[config.mk]
export PLATFORM = sky130hd
export DESIGN_NAME = id_ex_stage_flat
export DESIGN_NICKNAME = d
export VERILOG_FILES = /design/src/rtl/id_ex_stage_if.sv /design/src/rtl/id_ex_stage.sv /design/src/flat_wrapper.sv
export SDC_FILE = /design/constraint.sdc
export NUM_CORES = 1
export LEC_CHECK = 0
export ABC_AREA = 1
export CAP_MARGIN = 0
export CORE_MARGIN = 10
export CORE_UTILIZATION = 43
export CTS_CLUSTER_DIAMETER = 80
export CTS_CLUSTER_SIZE = 14
export DETAILED_ROUTE_END_ITERATION = 10
export HOLD_SLACK_MARGIN = 0.05
export PLACE_DENSITY = 0.89
export RECOVER_POWER = 50
export SLEW_MARGIN = 25
export SYNTH_ARGS = -nofsm -noshare
export SYNTH_HDL_FRONTEND = slang
export SYNTH_SLANG_ARGS = --single-unit
[constraint.sdc]
create_clock -name CLK -period 3.59 [get_ports CLK]
set_input_delay 0.718 -clock CLK [delete_from_list [all_inputs] [get_ports CLK]]
set_output_delay 0.718 -clock CLK [all_outputs]
set_load 0.05 [all_outputs]
[src/rtl/id_ex_stage_if.sv]
// rtl/id_ex_stage_if.sv - ID-side inputs and EX-side outputs of the ID/EX pipeline register
interface id_ex_stage_if #(
  parameter int DW    = 32,
  parameter int CNT_W = 16
);
  logic             Flush;
  logic [4:0]       ID_rs;
  logic [4:0]       ID_rt;
  logic [4:0]       ID_rd;
  logic             ID_UsesRt;
  logic [DW-1:0]    ID_ReadData1;
  logic [DW-1:0]    ID_ReadData2;
  logic [DW-1:0]    ID_Imm32;
  logic [DW-1:0]    ID_PC4;
  logic             ID_RegWre;
  logic             ID_MemRead;
  logic             ID_MemWre;
  logic             ID_ALUSrcA;
  logic             ID_ALUSrcB;
  logic [2:0]       ID_ALUOp;
  logic [1:0]       ID_RegDst;

  logic [4:0]       EX_rs;
  logic [4:0]       EX_rt;
  logic [4:0]       EX_rd;
  logic [DW-1:0]    EX_ReadData1;
  logic [DW-1:0]    EX_ReadData2;
  logic [DW-1:0]    EX_Imm32;
  logic [DW-1:0]    EX_PC4;
  logic             EX_RegWre;
  logic             EX_MemRead;
  logic             EX_MemWre;
  logic             EX_ALUSrcA;
  logic             EX_ALUSrcB;
  logic [2:0]       EX_ALUOp;
  logic [1:0]       EX_RegDst;
  logic             Stall;
  logic [CNT_W-1:0] StallCount;

  modport master (
    output Flush, ID_rs, ID_rt, ID_rd, ID_UsesRt, ID_ReadData1, ID_ReadData2, ID_Imm32, ID_PC4,
           ID_RegWre, ID_MemRead, ID_MemWre, ID_ALUSrcA, ID_ALUSrcB, ID_ALUOp, ID_RegDst,
    input  EX_rs, EX_rt, EX_rd, EX_ReadData1, EX_ReadData2, EX_Imm32, EX_PC4,
           EX_RegWre, EX_MemRead, EX_MemWre, EX_ALUSrcA, EX_ALUSrcB, EX_ALUOp, EX_RegDst,
           Stall, StallCount
  );

  modport slave (
    input  Flush, ID_rs, ID_rt, ID_rd, ID_UsesRt, ID_ReadData1, ID_ReadData2, ID_Imm32, ID_PC4,
           ID_RegWre, ID_MemRead, ID_MemWre, ID_ALUSrcA, ID_ALUSrcB, ID_ALUOp, ID_RegDst,
    output EX_rs, EX_rt, EX_rd, EX_ReadData1, EX_ReadData2, EX_Imm32, EX_PC4,
           EX_RegWre, EX_MemRead, EX_MemWre, EX_ALUSrcA, EX_ALUSrcB, EX_ALUOp, EX_RegDst,
           Stall, StallCount
  );
endinterface

[src/rtl/id_ex_stage.sv]
// rtl/id_ex_stage.sv - ID/EX pipeline register with load-use hazard detection and stall counter
module id_ex_stage #(
  parameter int DW    = 32,
  parameter int CNT_W = 16
) (
  input  logic          CLK,
  input  logic          Reset,
  id_ex_stage_if.slave  bus
);
  typedef struct packed {
    logic [4:0]    rs;
    logic [4:0]    rt;
    logic [4:0]    rd;
    logic [DW-1:0] readData1;
    logic [DW-1:0] readData2;
    logic [DW-1:0] imm32;
    logic [DW-1:0] pc4;
    logic          regWre;
    logic          memRead;
    logic          memWre;
    logic          aluSrcA;
    logic          aluSrcB;
    logic [2:0]    aluOp;
    logic [1:0]    regDst;
  } exRegT;

  exRegT            exReg;
  exRegT            idIn;
  logic             hazard;
  logic [CNT_W-1:0] stallCount;

  assign idIn = {bus.ID_rs, bus.ID_rt, bus.ID_rd,
                 bus.ID_ReadData1, bus.ID_ReadData2, bus.ID_Imm32, bus.ID_PC4,
                 bus.ID_RegWre, bus.ID_MemRead, bus.ID_MemWre,
                 bus.ID_ALUSrcA, bus.ID_ALUSrcB, bus.ID_ALUOp, bus.ID_RegDst};

  // A load in EX writing a register the ID instruction reads; $0 is never a real dependency.
  always_comb begin
    hazard = exReg.memRead && (exReg.rt != 5'd0) &&
             ((exReg.rt == bus.ID_rs) || (bus.ID_UsesRt && (exReg.rt == bus.ID_rt)));
  end

  assign bus.Stall = hazard & ~bus.Flush;

  // The bubble clears memRead, so a load-use stall ends after one cycle by construction.
  always_ff @(posedge CLK or negedge Reset) begin
    if (!Reset) begin
      exReg      <= '0;
      stallCount <= '0;
    end else if (bus.Flush) begin
      exReg <= '0;
    end else if (hazard) begin
      exReg <= '0;
      if (stallCount != {CNT_W{1'b1}}) begin
        stallCount <= stallCount + {{(CNT_W-1){1'b0}}, 1'b1};
      end
    end else begin
      exReg <= idIn;
    end
  end

  assign bus.EX_rs        = exReg.rs;
  assign bus.EX_rt        = exReg.rt;
  assign bus.EX_rd        = exReg.rd;
  assign bus.EX_ReadData1 = exReg.readData1;
  assign bus.EX_ReadData2 = exReg.readData2;
  assign bus.EX_Imm32     = exReg.imm32;
  assign bus.EX_PC4       = exReg.pc4;
  assign bus.EX_RegWre    = exReg.regWre;
  assign bus.EX_MemRead   = exReg.memRead;
  assign bus.EX_MemWre    = exReg.memWre;
  assign bus.EX_ALUSrcA   = exReg.aluSrcA;
  assign bus.EX_ALUSrcB   = exReg.aluSrcB;
  assign bus.EX_ALUOp     = exReg.aluOp;
  assign bus.EX_RegDst    = exReg.regDst;
  assign bus.StallCount   = stallCount;
endmodule

[src/flat_wrapper.sv]
// flat-port wrapper written by rule: the top's interface ports become plain ports
module id_ex_stage_flat 
#(
  parameter int DW    = 32,
  parameter int CNT_W = 16
)
  (CLK, Reset, bus_Flush, bus_ID_rs, bus_ID_rt, bus_ID_rd, bus_ID_UsesRt, bus_ID_ReadData1, bus_ID_ReadData2, bus_ID_Imm32, bus_ID_PC4, bus_ID_RegWre, bus_ID_MemRead, bus_ID_MemWre, bus_ID_ALUSrcA, bus_ID_ALUSrcB, bus_ID_ALUOp, bus_ID_RegDst, bus_EX_rs, bus_EX_rt, bus_EX_rd, bus_EX_ReadData1, bus_EX_ReadData2, bus_EX_Imm32, bus_EX_PC4, bus_EX_RegWre, bus_EX_MemRead, bus_EX_MemWre, bus_EX_ALUSrcA, bus_EX_ALUSrcB, bus_EX_ALUOp, bus_EX_RegDst, bus_Stall, bus_StallCount);
  id_ex_stage_if #(.DW(DW), .CNT_W(CNT_W)) bus_i ();
  input  logic CLK;
  input  logic Reset;
  input wire logic [$bits(bus_i.Flush)-1:0] bus_Flush;
  input wire logic [$bits(bus_i.ID_rs)-1:0] bus_ID_rs;
  input wire logic [$bits(bus_i.ID_rt)-1:0] bus_ID_rt;
  input wire logic [$bits(bus_i.ID_rd)-1:0] bus_ID_rd;
  input wire logic [$bits(bus_i.ID_UsesRt)-1:0] bus_ID_UsesRt;
  input wire logic [$bits(bus_i.ID_ReadData1)-1:0] bus_ID_ReadData1;
  input wire logic [$bits(bus_i.ID_ReadData2)-1:0] bus_ID_ReadData2;
  input wire logic [$bits(bus_i.ID_Imm32)-1:0] bus_ID_Imm32;
  input wire logic [$bits(bus_i.ID_PC4)-1:0] bus_ID_PC4;
  input wire logic [$bits(bus_i.ID_RegWre)-1:0] bus_ID_RegWre;
  input wire logic [$bits(bus_i.ID_MemRead)-1:0] bus_ID_MemRead;
  input wire logic [$bits(bus_i.ID_MemWre)-1:0] bus_ID_MemWre;
  input wire logic [$bits(bus_i.ID_ALUSrcA)-1:0] bus_ID_ALUSrcA;
  input wire logic [$bits(bus_i.ID_ALUSrcB)-1:0] bus_ID_ALUSrcB;
  input wire logic [$bits(bus_i.ID_ALUOp)-1:0] bus_ID_ALUOp;
  input wire logic [$bits(bus_i.ID_RegDst)-1:0] bus_ID_RegDst;
  output wire logic [$bits(bus_i.EX_rs)-1:0] bus_EX_rs;
  output wire logic [$bits(bus_i.EX_rt)-1:0] bus_EX_rt;
  output wire logic [$bits(bus_i.EX_rd)-1:0] bus_EX_rd;
  output wire logic [$bits(bus_i.EX_ReadData1)-1:0] bus_EX_ReadData1;
  output wire logic [$bits(bus_i.EX_ReadData2)-1:0] bus_EX_ReadData2;
  output wire logic [$bits(bus_i.EX_Imm32)-1:0] bus_EX_Imm32;
  output wire logic [$bits(bus_i.EX_PC4)-1:0] bus_EX_PC4;
  output wire logic [$bits(bus_i.EX_RegWre)-1:0] bus_EX_RegWre;
  output wire logic [$bits(bus_i.EX_MemRead)-1:0] bus_EX_MemRead;
  output wire logic [$bits(bus_i.EX_MemWre)-1:0] bus_EX_MemWre;
  output wire logic [$bits(bus_i.EX_ALUSrcA)-1:0] bus_EX_ALUSrcA;
  output wire logic [$bits(bus_i.EX_ALUSrcB)-1:0] bus_EX_ALUSrcB;
  output wire logic [$bits(bus_i.EX_ALUOp)-1:0] bus_EX_ALUOp;
  output wire logic [$bits(bus_i.EX_RegDst)-1:0] bus_EX_RegDst;
  output wire logic [$bits(bus_i.Stall)-1:0] bus_Stall;
  output wire logic [$bits(bus_i.StallCount)-1:0] bus_StallCount;
  assign bus_i.Flush = bus_Flush;
  assign bus_i.ID_rs = bus_ID_rs;
  assign bus_i.ID_rt = bus_ID_rt;
  assign bus_i.ID_rd = bus_ID_rd;
  assign bus_i.ID_UsesRt = bus_ID_UsesRt;
  assign bus_i.ID_ReadData1 = bus_ID_ReadData1;
  assign bus_i.ID_ReadData2 = bus_ID_ReadData2;
  assign bus_i.ID_Imm32 = bus_ID_Imm32;
  assign bus_i.ID_PC4 = bus_ID_PC4;
  assign bus_i.ID_RegWre = bus_ID_RegWre;
  assign bus_i.ID_MemRead = bus_ID_MemRead;
  assign bus_i.ID_MemWre = bus_ID_MemWre;
  assign bus_i.ID_ALUSrcA = bus_ID_ALUSrcA;
  assign bus_i.ID_ALUSrcB = bus_ID_ALUSrcB;
  assign bus_i.ID_ALUOp = bus_ID_ALUOp;
  assign bus_i.ID_RegDst = bus_ID_RegDst;
  assign bus_EX_rs = bus_i.EX_rs;
  assign bus_EX_rt = bus_i.EX_rt;
  assign bus_EX_rd = bus_i.EX_rd;
  assign bus_EX_ReadData1 = bus_i.EX_ReadData1;
  assign bus_EX_ReadData2 = bus_i.EX_ReadData2;
  assign bus_EX_Imm32 = bus_i.EX_Imm32;
  assign bus_EX_PC4 = bus_i.EX_PC4;
  assign bus_EX_RegWre = bus_i.EX_RegWre;
  assign bus_EX_MemRead = bus_i.EX_MemRead;
  assign bus_EX_MemWre = bus_i.EX_MemWre;
  assign bus_EX_ALUSrcA = bus_i.EX_ALUSrcA;
  assign bus_EX_ALUSrcB = bus_i.EX_ALUSrcB;
  assign bus_EX_ALUOp = bus_i.EX_ALUOp;
  assign bus_EX_RegDst = bus_i.EX_RegDst;
  assign bus_Stall = bus_i.Stall;
  assign bus_StallCount = bus_i.StallCount;
  id_ex_stage #(.DW(DW), .CNT_W(CNT_W)) u_core (.CLK(CLK), .Reset(Reset), .bus(bus_i));
endmodule
== After elaboration in Yosys (flattened, before gate mapping) ==
Cells that the tools add are included.

* Bitwise operators: 2
* Reductions and logical operators: 6
* Mux-type cells: 2
* $add $sub $neg: 1
* Equality and inequality tests: 3

{| class="wikitable"
|+ Operators by type and width
! cell !! count
|-
| two-way mux 153 bit || 2
|-
| adder 16 x 1 -> 16 bit, second input constant || 1
|-
| != test 16 bit, second input constant || 1
|-
| == test 5 bit || 2
|-
| nonzero test 5 bit || 1
|-
| logical AND 1 bit || 3
|-
| AND reduction 3 bit || 1
|-
| bitwise AND 1 bit || 1
|-
| logical OR 1 bit || 1
|-
| inverter 1 bit || 1
|}

* Logic and storage cells: 29
* Register bits: 169
* Output and inout bits: 170

== Longest topological paths before layout ==
Gate-level depths: netlist of the first run.

* Depth after elaboration: 6
* Gate-level depth with buffers: 11
* Mapped depth without buffers: 9

== Worst setup path after synthesis of the first run ==
Ideal clock, no wire load.

* Path kind: input to output
* Start point: input port bus_ID_rt[0]
* End point: output port bus_Stall
* Stages: 7
* Required time: 2872 ps
* Buffers on the path: 0
* Arrival time: 1889 ps
* Slack: 983 ps
* Cells stage by stage: inv_1 -> nor2_1 -> nor2_1 -> nand3_1 -> nand2_2 -> nand2_2 -> nor2_1

* Longest elaborated chain between the ends: 5

{| class="wikitable"
|+ Ends and longest elaborated chain
! item !! RTL line !! source
|-
| start: declaration || flat_wrapper.sv:13 || <nowiki>input wire logic [$bits(bus_i.ID_rt)-1:0] bus_ID_rt;</nowiki>
|-
| == test 5 bit || id_ex_stage.sv:40 || <nowiki>((exReg.rt == bus.ID_rs) || (bus.ID_UsesRt && (exReg.rt == bus.ID_rt)));</nowiki>
|-
| logical AND 1 bit || id_ex_stage.sv:40 ||
|-
| logical OR 1 bit || id_ex_stage.sv:40 ||
|-
| logical AND 1 bit || id_ex_stage.sv:39 || <nowiki>hazard = exReg.memRead && (exReg.rt != 5'd0) &&</nowiki>
|-
| bitwise AND 1 bit || id_ex_stage.sv:43 || <nowiki>assign bus.Stall = hazard & ~bus.Flush;</nowiki>
|-
| end: declaration || flat_wrapper.sv:41 || <nowiki>output wire logic [$bits(bus_i.Stall)-1:0] bus_Stall;</nowiki>
|}

No other way between the ends.

== Worst setup path after layout of the first run ==
* Start point: input port bus_ID_rt[3]
* End point: output port bus_Stall

Same word-level chain as after synthesis.

==> results of run 1 <==
==> final cells by class <==
| class | instances | area, µm² |
|---|---|---|
| Fill cell | 992 | 4110 |
| Timing Repair Buffer | 333 | 3350 |
| Tap cell | 184 | 230 |
| Multi-Input combinational cell | 315 | 1320 |
| Clock inverter | 14 | 165 |
| Clock buffer | 18 | 439 |
| Sequential cell | 169 | 4230 |
| Inverter | 170 | 638 |
==> Yosys cell counts <==
cell      count  share of area (%)
buf_2         9               0.71
buf_4         7               0.83
buf_6         2               0.36
clkbuf_1      2               0.12
dfrtp_1     169                 67
ha_1          1               0.20
inv_1       164                9.7
inv_2         6               0.36
nand2_1      90                5.3
nand2_2       3               0.30
nand3_1       8               0.63
nand3_2       2               0.32
nand4_1      22                2.2
nor2_1      177                 11
nor2_2        1              0.099
o21ai_0       3               0.24
xnor2_1       5               0.69
xor2_1        3               0.42
==> layer usage <==
metal  wire [µm]  vias to the layer above
li1            -                     2586
met3        2200                       28
met2       11500                      226
met1        7200                     2549
met5           9                        -
met4         393                        2
==> registers in the layout (all words and copies together) (netlist names) <==
| name | flops |
|---|---|
| u_core.bus.EX_RegWre | 1 |
| u_core.bus.EX_ReadData1 | 32 |
| u_core.bus.EX_rd | 5 |
| u_core.bus.EX_RegDst | 2 |
| u_core.bus.EX_rt | 5 |
| u_core.bus.StallCount | 16 |
| u_core.bus.EX_Imm32 | 32 |
| u_core.bus.EX_ALUSrcB | 1 |
| u_core.bus.EX_MemWre | 1 |
| u_core.bus.EX_ReadData2 | 32 |
| u_core.bus.EX_rs | 5 |
| u_core.bus.EX_MemRead | 1 |
| u_core.bus.EX_ALUSrcA | 1 |
| u_core.bus.EX_ALUOp | 3 |
| u_core.bus.EX_PC4 | 32 |
==> critical path, stage by stage <==
cell	delay (ns)
dlygate4sd3_1	0.56
inv_1	0.06
nand2_1	0.06
nand2_1	0.05
nor2_1	0.12
nand3_1	0.09
nand2_1	0.12
nand2_1	0.09
nor2_1	0.19
buf_12	0.17
==> where the power goes <==
part,switching [mW],internal [mW]
clock network,0.792,1.06
registers,0.0373,2.00
logic,0.587,0.359
==> metrics by stage <==
step	utilization [%]	hold WS [ns]	area (µm²)	power, mW	instances
detailed placement	67.8	0.531	9810	3.03	1171
global placement	67.8	0.516	9810	3.01	1171
global route	71.6	0.620	10400	5.01	1203
CTS	72.0	0.302	10400	4.89	1203
finish	71.6	0.563	10400	4.84	1203
floorplan	-	0.422	6320	2.55	674
==> cell families after synthesis <==
logic type / after synthesis / share of synthesized area [%]
XOR/XNOR: 8 / 1.11
AND/OR/NAND/NOR: 303 / 19.4
flip-flops: 169 / 66.9
adder cells (fa/ha/maj): 1 / 0.198
AO/OA/AOI/OAI: 3 / 0.238
buffers and inverters: 190 / 12.1
==> worst paths after layout <==
| path | cells after the start | to | start |
|---|---|---|---|
| worst min-delay path | 2 | u_core.bus.StallCount[15] | u_core.bus.StallCount[15] |
| max in group asynchronous | 2 | u_core.bus.EX_PC4[5] | Reset |
| worst max-delay path | 10 | bus_Stall | bus_ID_rt[3] |
| min in group asynchronous | 1 | u_core.bus.EX_rt[2] | Reset |
| worst max register to register | 8 | u_core.bus.EX_Imm32[22] | u_core.bus.EX_rt[2] |
| worst min register to register | 2 | u_core.bus.StallCount[15] | u_core.bus.StallCount[15] |
==> metrics.log, run 1 <==
INFO  metric final-setup-viol-count = 0
INFO  metric overflow = 0
INFO  metric rsz_0062_raised_after_global_routing = no
INFO  metric placement_rows = 44
INFO  metric timing.critical_path.from_type = primary input
INFO  metric num_io_pins = 327
INFO  metric post-place-ws = 0.742 ns
INFO  metric routed_wire_length_per_instance = 17.7 µm
INFO  metric number_of_global_route_vias_before_repair = 5836
INFO  metric worst-r2r-setup-slack = 1.18 ns
INFO  metric critPathKind = in2out
INFO  metric cts_setup_buffers = 0
INFO  metric layout_setup_ws = 0.645 ns
INFO  metric fmax = 340 MHz
INFO  metric ys_ff_latch = 169
INFO  metric cts_hold_repair.buffers = 0
INFO  metric clk_latency = 0.43 ns
INFO  metric groute.layer.met1.usage = 20.9%
INFO  metric mappedNetlistNets = 832
INFO  metric clk_root_buffer_cell = clkbuf_16
INFO  metric syn_avg_cell_area = 9.37 µm²
INFO  metric timing.setup.tns = 0 ns
INFO  metric post_synthesis_instance_total = 674
INFO  metric fraction_of_the_cycle_the_final_worst_path_needs = 82.0%
INFO  metric violated_checks = max-capacitance violations, max-slew violations
INFO  metric first_iter_violations = 289
INFO  metric grt_use_met3 = 10.0%
INFO  metric p_per_area = 466 nW/µm²
INFO  metric core = 14500 µm²
INFO  metric cts_made_buffers = 17
INFO  metric cts_resized = 0
INFO  metric layout.cells.most_common = clkdlybuf4s50_1
INFO  metric seq_area_frac_synth = 66.9%
INFO  metric clkSlewWorstSetupHoldPaths = 0.06 ns
INFO  metric port_buffers = 326
INFO  metric globalRouteTotalUtil = 21.2%
INFO  metric dieHeight = 141 µm
INFO  metric globalplace.congestion = 0.897
INFO  metric vias = 5391
INFO  metric nNetsFinal = 1164
INFO  metric postRouteWirelength = 21300 µm
INFO  metric depth_of_the_cts_h_tree = 4
INFO  metric area_delta_synth_final = 64.2%
INFO  metric worstPathMaxFanout = 2
INFO  metric timing_worst_slew_pin_value = 1.52 ns
INFO  metric drt_antenna_net_count = 0
INFO  metric grt_first_pass_wirelength = 32400 µm
INFO  metric clock_tree.buffer_depth = 2
INFO  metric global_route.peak_usage_layer = met2
INFO  metric antenna_cells = 0
INFO  metric yosysUniqueCellTypes = 18
INFO  metric numClockSinks = 169
INFO  metric most_used_cells_in_the_layout_excluding_fill_and_tap_cells = clkdlybuf4s50_1, nor2_1, dfrtp_1, inv_1, nand2_1
INFO  metric cts_tree = built
INFO  metric clock-skew-final = 0.0191 ns
INFO  metric run_status = finished with violations
INFO  metric crit_arrival = 2.23 ns
INFO  metric die_area = 19900 µm²
INFO  metric synth_warnings = 0
INFO  metric floorplan.die.width = 141 µm
INFO  metric final_layout_size_suffix_gt1_share = 4.91%
INFO  metric routed_via_density = 4.48
INFO  metric vdd_ir_drop_max = 0.443 mV
INFO  metric detailedPlacementHpwl = 16400 µm
INFO  metric initial_core_util = 43.6%
INFO  metric grt_start_max_net_pins = 65
INFO  metric min-delay-path-class = reg2reg
INFO  metric critPathRequiredTime = 2.87 ns
INFO  metric timing_max_transition_violations_final = 65
INFO  metric antenna_violations_before_repair = 1
INFO  metric cap_violations = 1
INFO  metric static-leakage-power = 5.29 nW
INFO  metric synthesis.area = 6320 µm²
INFO  metric dr.pass1.iters = 4
INFO  metric slew_headroom = -1.64%
INFO  metric final_critical_period = 2.95 ns
INFO  metric finalHoldViolations = 0
INFO  metric remaining_drc_errors = 0
INFO  metric m2_gr_usage = 37.9%
INFO  metric crit_path_end_kind = output port
(Power assumes the default switching activity.)
==> inputs of run 2 (changes only) <==
--- a/config.mk
+++ b/config.mk
@@ -8,12 +8,12 @@
 export ABC_AREA = 1
 export CAP_MARGIN = 0
 export CORE_MARGIN = 10
-export CORE_UTILIZATION = 43
+export CORE_UTILIZATION = 36
 export CTS_CLUSTER_DIAMETER = 80
 export CTS_CLUSTER_SIZE = 14
 export DETAILED_ROUTE_END_ITERATION = 10
 export HOLD_SLACK_MARGIN = 0.05
-export PLACE_DENSITY = 0.89
+export PLACE_DENSITY = 0.8
 export RECOVER_POWER = 50
 export SLEW_MARGIN = 25
 export SYNTH_ARGS = -nofsm -noshare
==> constraint.sdc (replaced) <==
create_clock -name CLK -period 2.55 [get_ports CLK]
set_input_delay 0.51 -clock CLK [delete_from_list [all_inputs] [get_ports CLK]]
set_output_delay 0.51 -clock CLK [all_outputs]
set_load 0.05 [all_outputs]
==> metrics.log, run 2 (synthesis results as in run 1) <==
INFO  metric die_area = 23200 µm²
INFO  metric layout_setup_ws = 0.116 ns
INFO  metric port_buffers = 326
INFO  metric min_from = u_core.bus.StallCount[1]
INFO  metric rsz_0062_raised_after_global_routing = no
INFO  metric clk_root_buffer_cell = clkbuf_16
INFO  metric most_used_cells_in_the_layout_excluding_fill_and_tap_cells = clkdlybuf4s50_1, nor2_1, dfrtp_1, inv_1, nand2_1
INFO  metric floorplan.die.width = 152 µm
INFO  metric finalHoldViolations = 0
INFO  metric first_iter_violations = 299
INFO  metric dr.pass1.iters = 4
INFO  metric cts_resized = 0
INFO  metric numClockSinks = 169
INFO  metric clock-skew-final = 0.0114 ns
INFO  metric timing_worst_slew_pin_value = 0.911 ns
INFO  metric drt_antenna_net_count = 0
INFO  metric detailedPlacementHpwl = 16000 µm
INFO  metric crit_arrival = 1.92 ns
INFO  metric worst_r2r_startpoint = u_core.bus.EX_rt[4]
INFO  metric fmax = 411 MHz
INFO  metric final_layout_size_suffix_gt1_share = 5.09%
INFO  metric hold_path_depth = 2
INFO  metric critPathKind = in2out
INFO  metric fraction_of_the_cycle_the_final_worst_path_needs = 95.5%
INFO  metric number_of_global_route_vias_before_repair = 5454
INFO  metric report.power.total = 6.88 mW
INFO  metric final-setup-viol-count = 0
INFO  metric worstReg2RegEnd = u_core.bus.EX_Imm32[3]
INFO  metric timing.critical_path.from_type = primary input
INFO  metric run_status = completed
INFO  metric post-place-ws = 0.0967 ns
INFO  metric layout.filler_cells = 1422
INFO  metric core = 17200 µm²
INFO  metric grt_first_pass_wirelength = 31800 µm
INFO  metric p_per_area = 659 nW/µm²
INFO  metric cap_violations = 0
INFO  metric grt_start_max_net_pins = 81
INFO  metric clock_tree.buffer_depth = 2
INFO  metric initial_core_util = 36.7%
INFO  metric cts_made_buffers = 17
INFO  metric num_io_pins = 327
INFO  metric worstPathMaxFanout = 2
INFO  metric remaining_drc_errors = 0
INFO  metric globalRouteTotalUtil = 17.4%
INFO  metric clkSlewWorstSetupHoldPaths = 0.06 ns
INFO  metric final_critical_period = 2.43 ns
INFO  metric postRouteWirelength = 20500 µm
INFO  metric clk_latency = 0.41 ns
INFO  metric dpl_cell_area = 9850 µm²
INFO  metric min-delay-path-class = reg2reg
INFO  metric depth_of_the_cts_h_tree = 4
INFO  metric antenna_violations_before_repair = 2
INFO  metric dieHeight = 152 µm
INFO  metric worst-r2r-setup-slack = 0.43 ns
INFO  metric hold_end = u_core.bus.StallCount[1]
INFO  metric slew_headroom = 39.3%
INFO  metric critPathRequiredTime = 2.04 ns
INFO  metric postLayoutCellArea = 10400 µm²
INFO  metric timing_max_transition_violations_final = 0
INFO  metric vias = 5221
INFO  metric placement_rows = 48
INFO  metric area_delta_synth_final = 65.2%
INFO  metric cts_tree = built
INFO  metric static-leakage-power = 5.30 nW
INFO  metric nNetsFinal = 1166
INFO  metric worst_setup_path_startpoint = bus_ID_rt[4]
INFO  metric globalplace.congestion = 0.911
INFO  metric crit_path_end_kind = output port
INFO  metric routed_wire_length_per_instance = 16.5 µm
INFO  metric vdd_ir_drop_max = 0.492 mV
INFO  metric routed_via_density = 4.19
INFO  metric r2r.worst_path.cells = 10
INFO  metric overflow = 0
INFO  metric timing.setup.tns = 0 ns
INFO  metric layout.cells.most_common = clkdlybuf4s50_1
==> run 2: cell count changes in the layout (fill, tap and decap cells not counted), sizes merged, moves of 2 or more <==
cell	before	now
clkinvlp	2	0
clkinv	6	4
inv	174	177
clkdlybuf4s50	319	324
dlygate4sd3	5	1
==> run 2: report_power, final <==
part,switching (mW),leakage [nW],internal [mW]
Combinational,0.818,2.80,0.507
Sequential,0.0490,2.20,2.82
Clock,1.11,0.307,1.58
==> run 2: area by class of cell <==
type | count | area [µm²] | area share (%)
Multi-Input combinational cell | 315 | 1320 | 12.6
Antenna cell | 1 | 2.50 | 0.0240
Tap cell | 225 | 282 | 2.70
Clock inverter | 14 | 185 | 1.77
Timing Repair Buffer | 335 | 3350 | 32.1
Clock buffer | 18 | 429 | 4.11
Sequential cell | 169 | 4230 | 40.5
Inverter | 170 | 638 | 6.11
==> run 2: worst max-delay path by stage <==
stage,end
5_1_grt,u_core.bus.EX_ReadData2[11]
3_5_place_dp,bus_Stall
3_3_place_gp,bus_Stall
6_report,bus_Stall
2_1_floorplan,bus_Stall
4_1_cts,bus_Stall
==> run 2: critical path: stages <==
cell and delay, ns:
clkdlybuf4s50_1 0.50, inv_1 0.07, nand2_1 0.06, nand2_1 0.05
nor2_1 0.10, nand3_1 0.11, nand2_2 0.12, nand2_2 0.07
nor2_1 0.17, buf_12 0.17
==> run 2: metrics by stage <==
step                      std cells  hold slack [ns]  util, %
after floorplan                 674            0.214        -
after detailed placement       1211            0.431     57.1
after global routing           1246            0.587     60.5
after global placement         1211            0.424     57.1
final                          1247            0.552     60.5
after CTS                      1244            0.547     60.7
==> run 2: what timing repair did <==
action / CTS / global route
buffers inserted: 0 / 2
endpoints found under the hold margin: 34 / 0
hold buffers: 1 / 0
endpoints found under the setup margin: 0 / 1
==> run 2: per-layer routing <==
layer  track usage (%)  part of all wire [%]  routed length, µm
met1              17.1                    34               7030
met2              30.9                    53              10900
met3              9.17                    10               2120
met4              5.59                   2.1                426
met5                 0                 0.063                 13
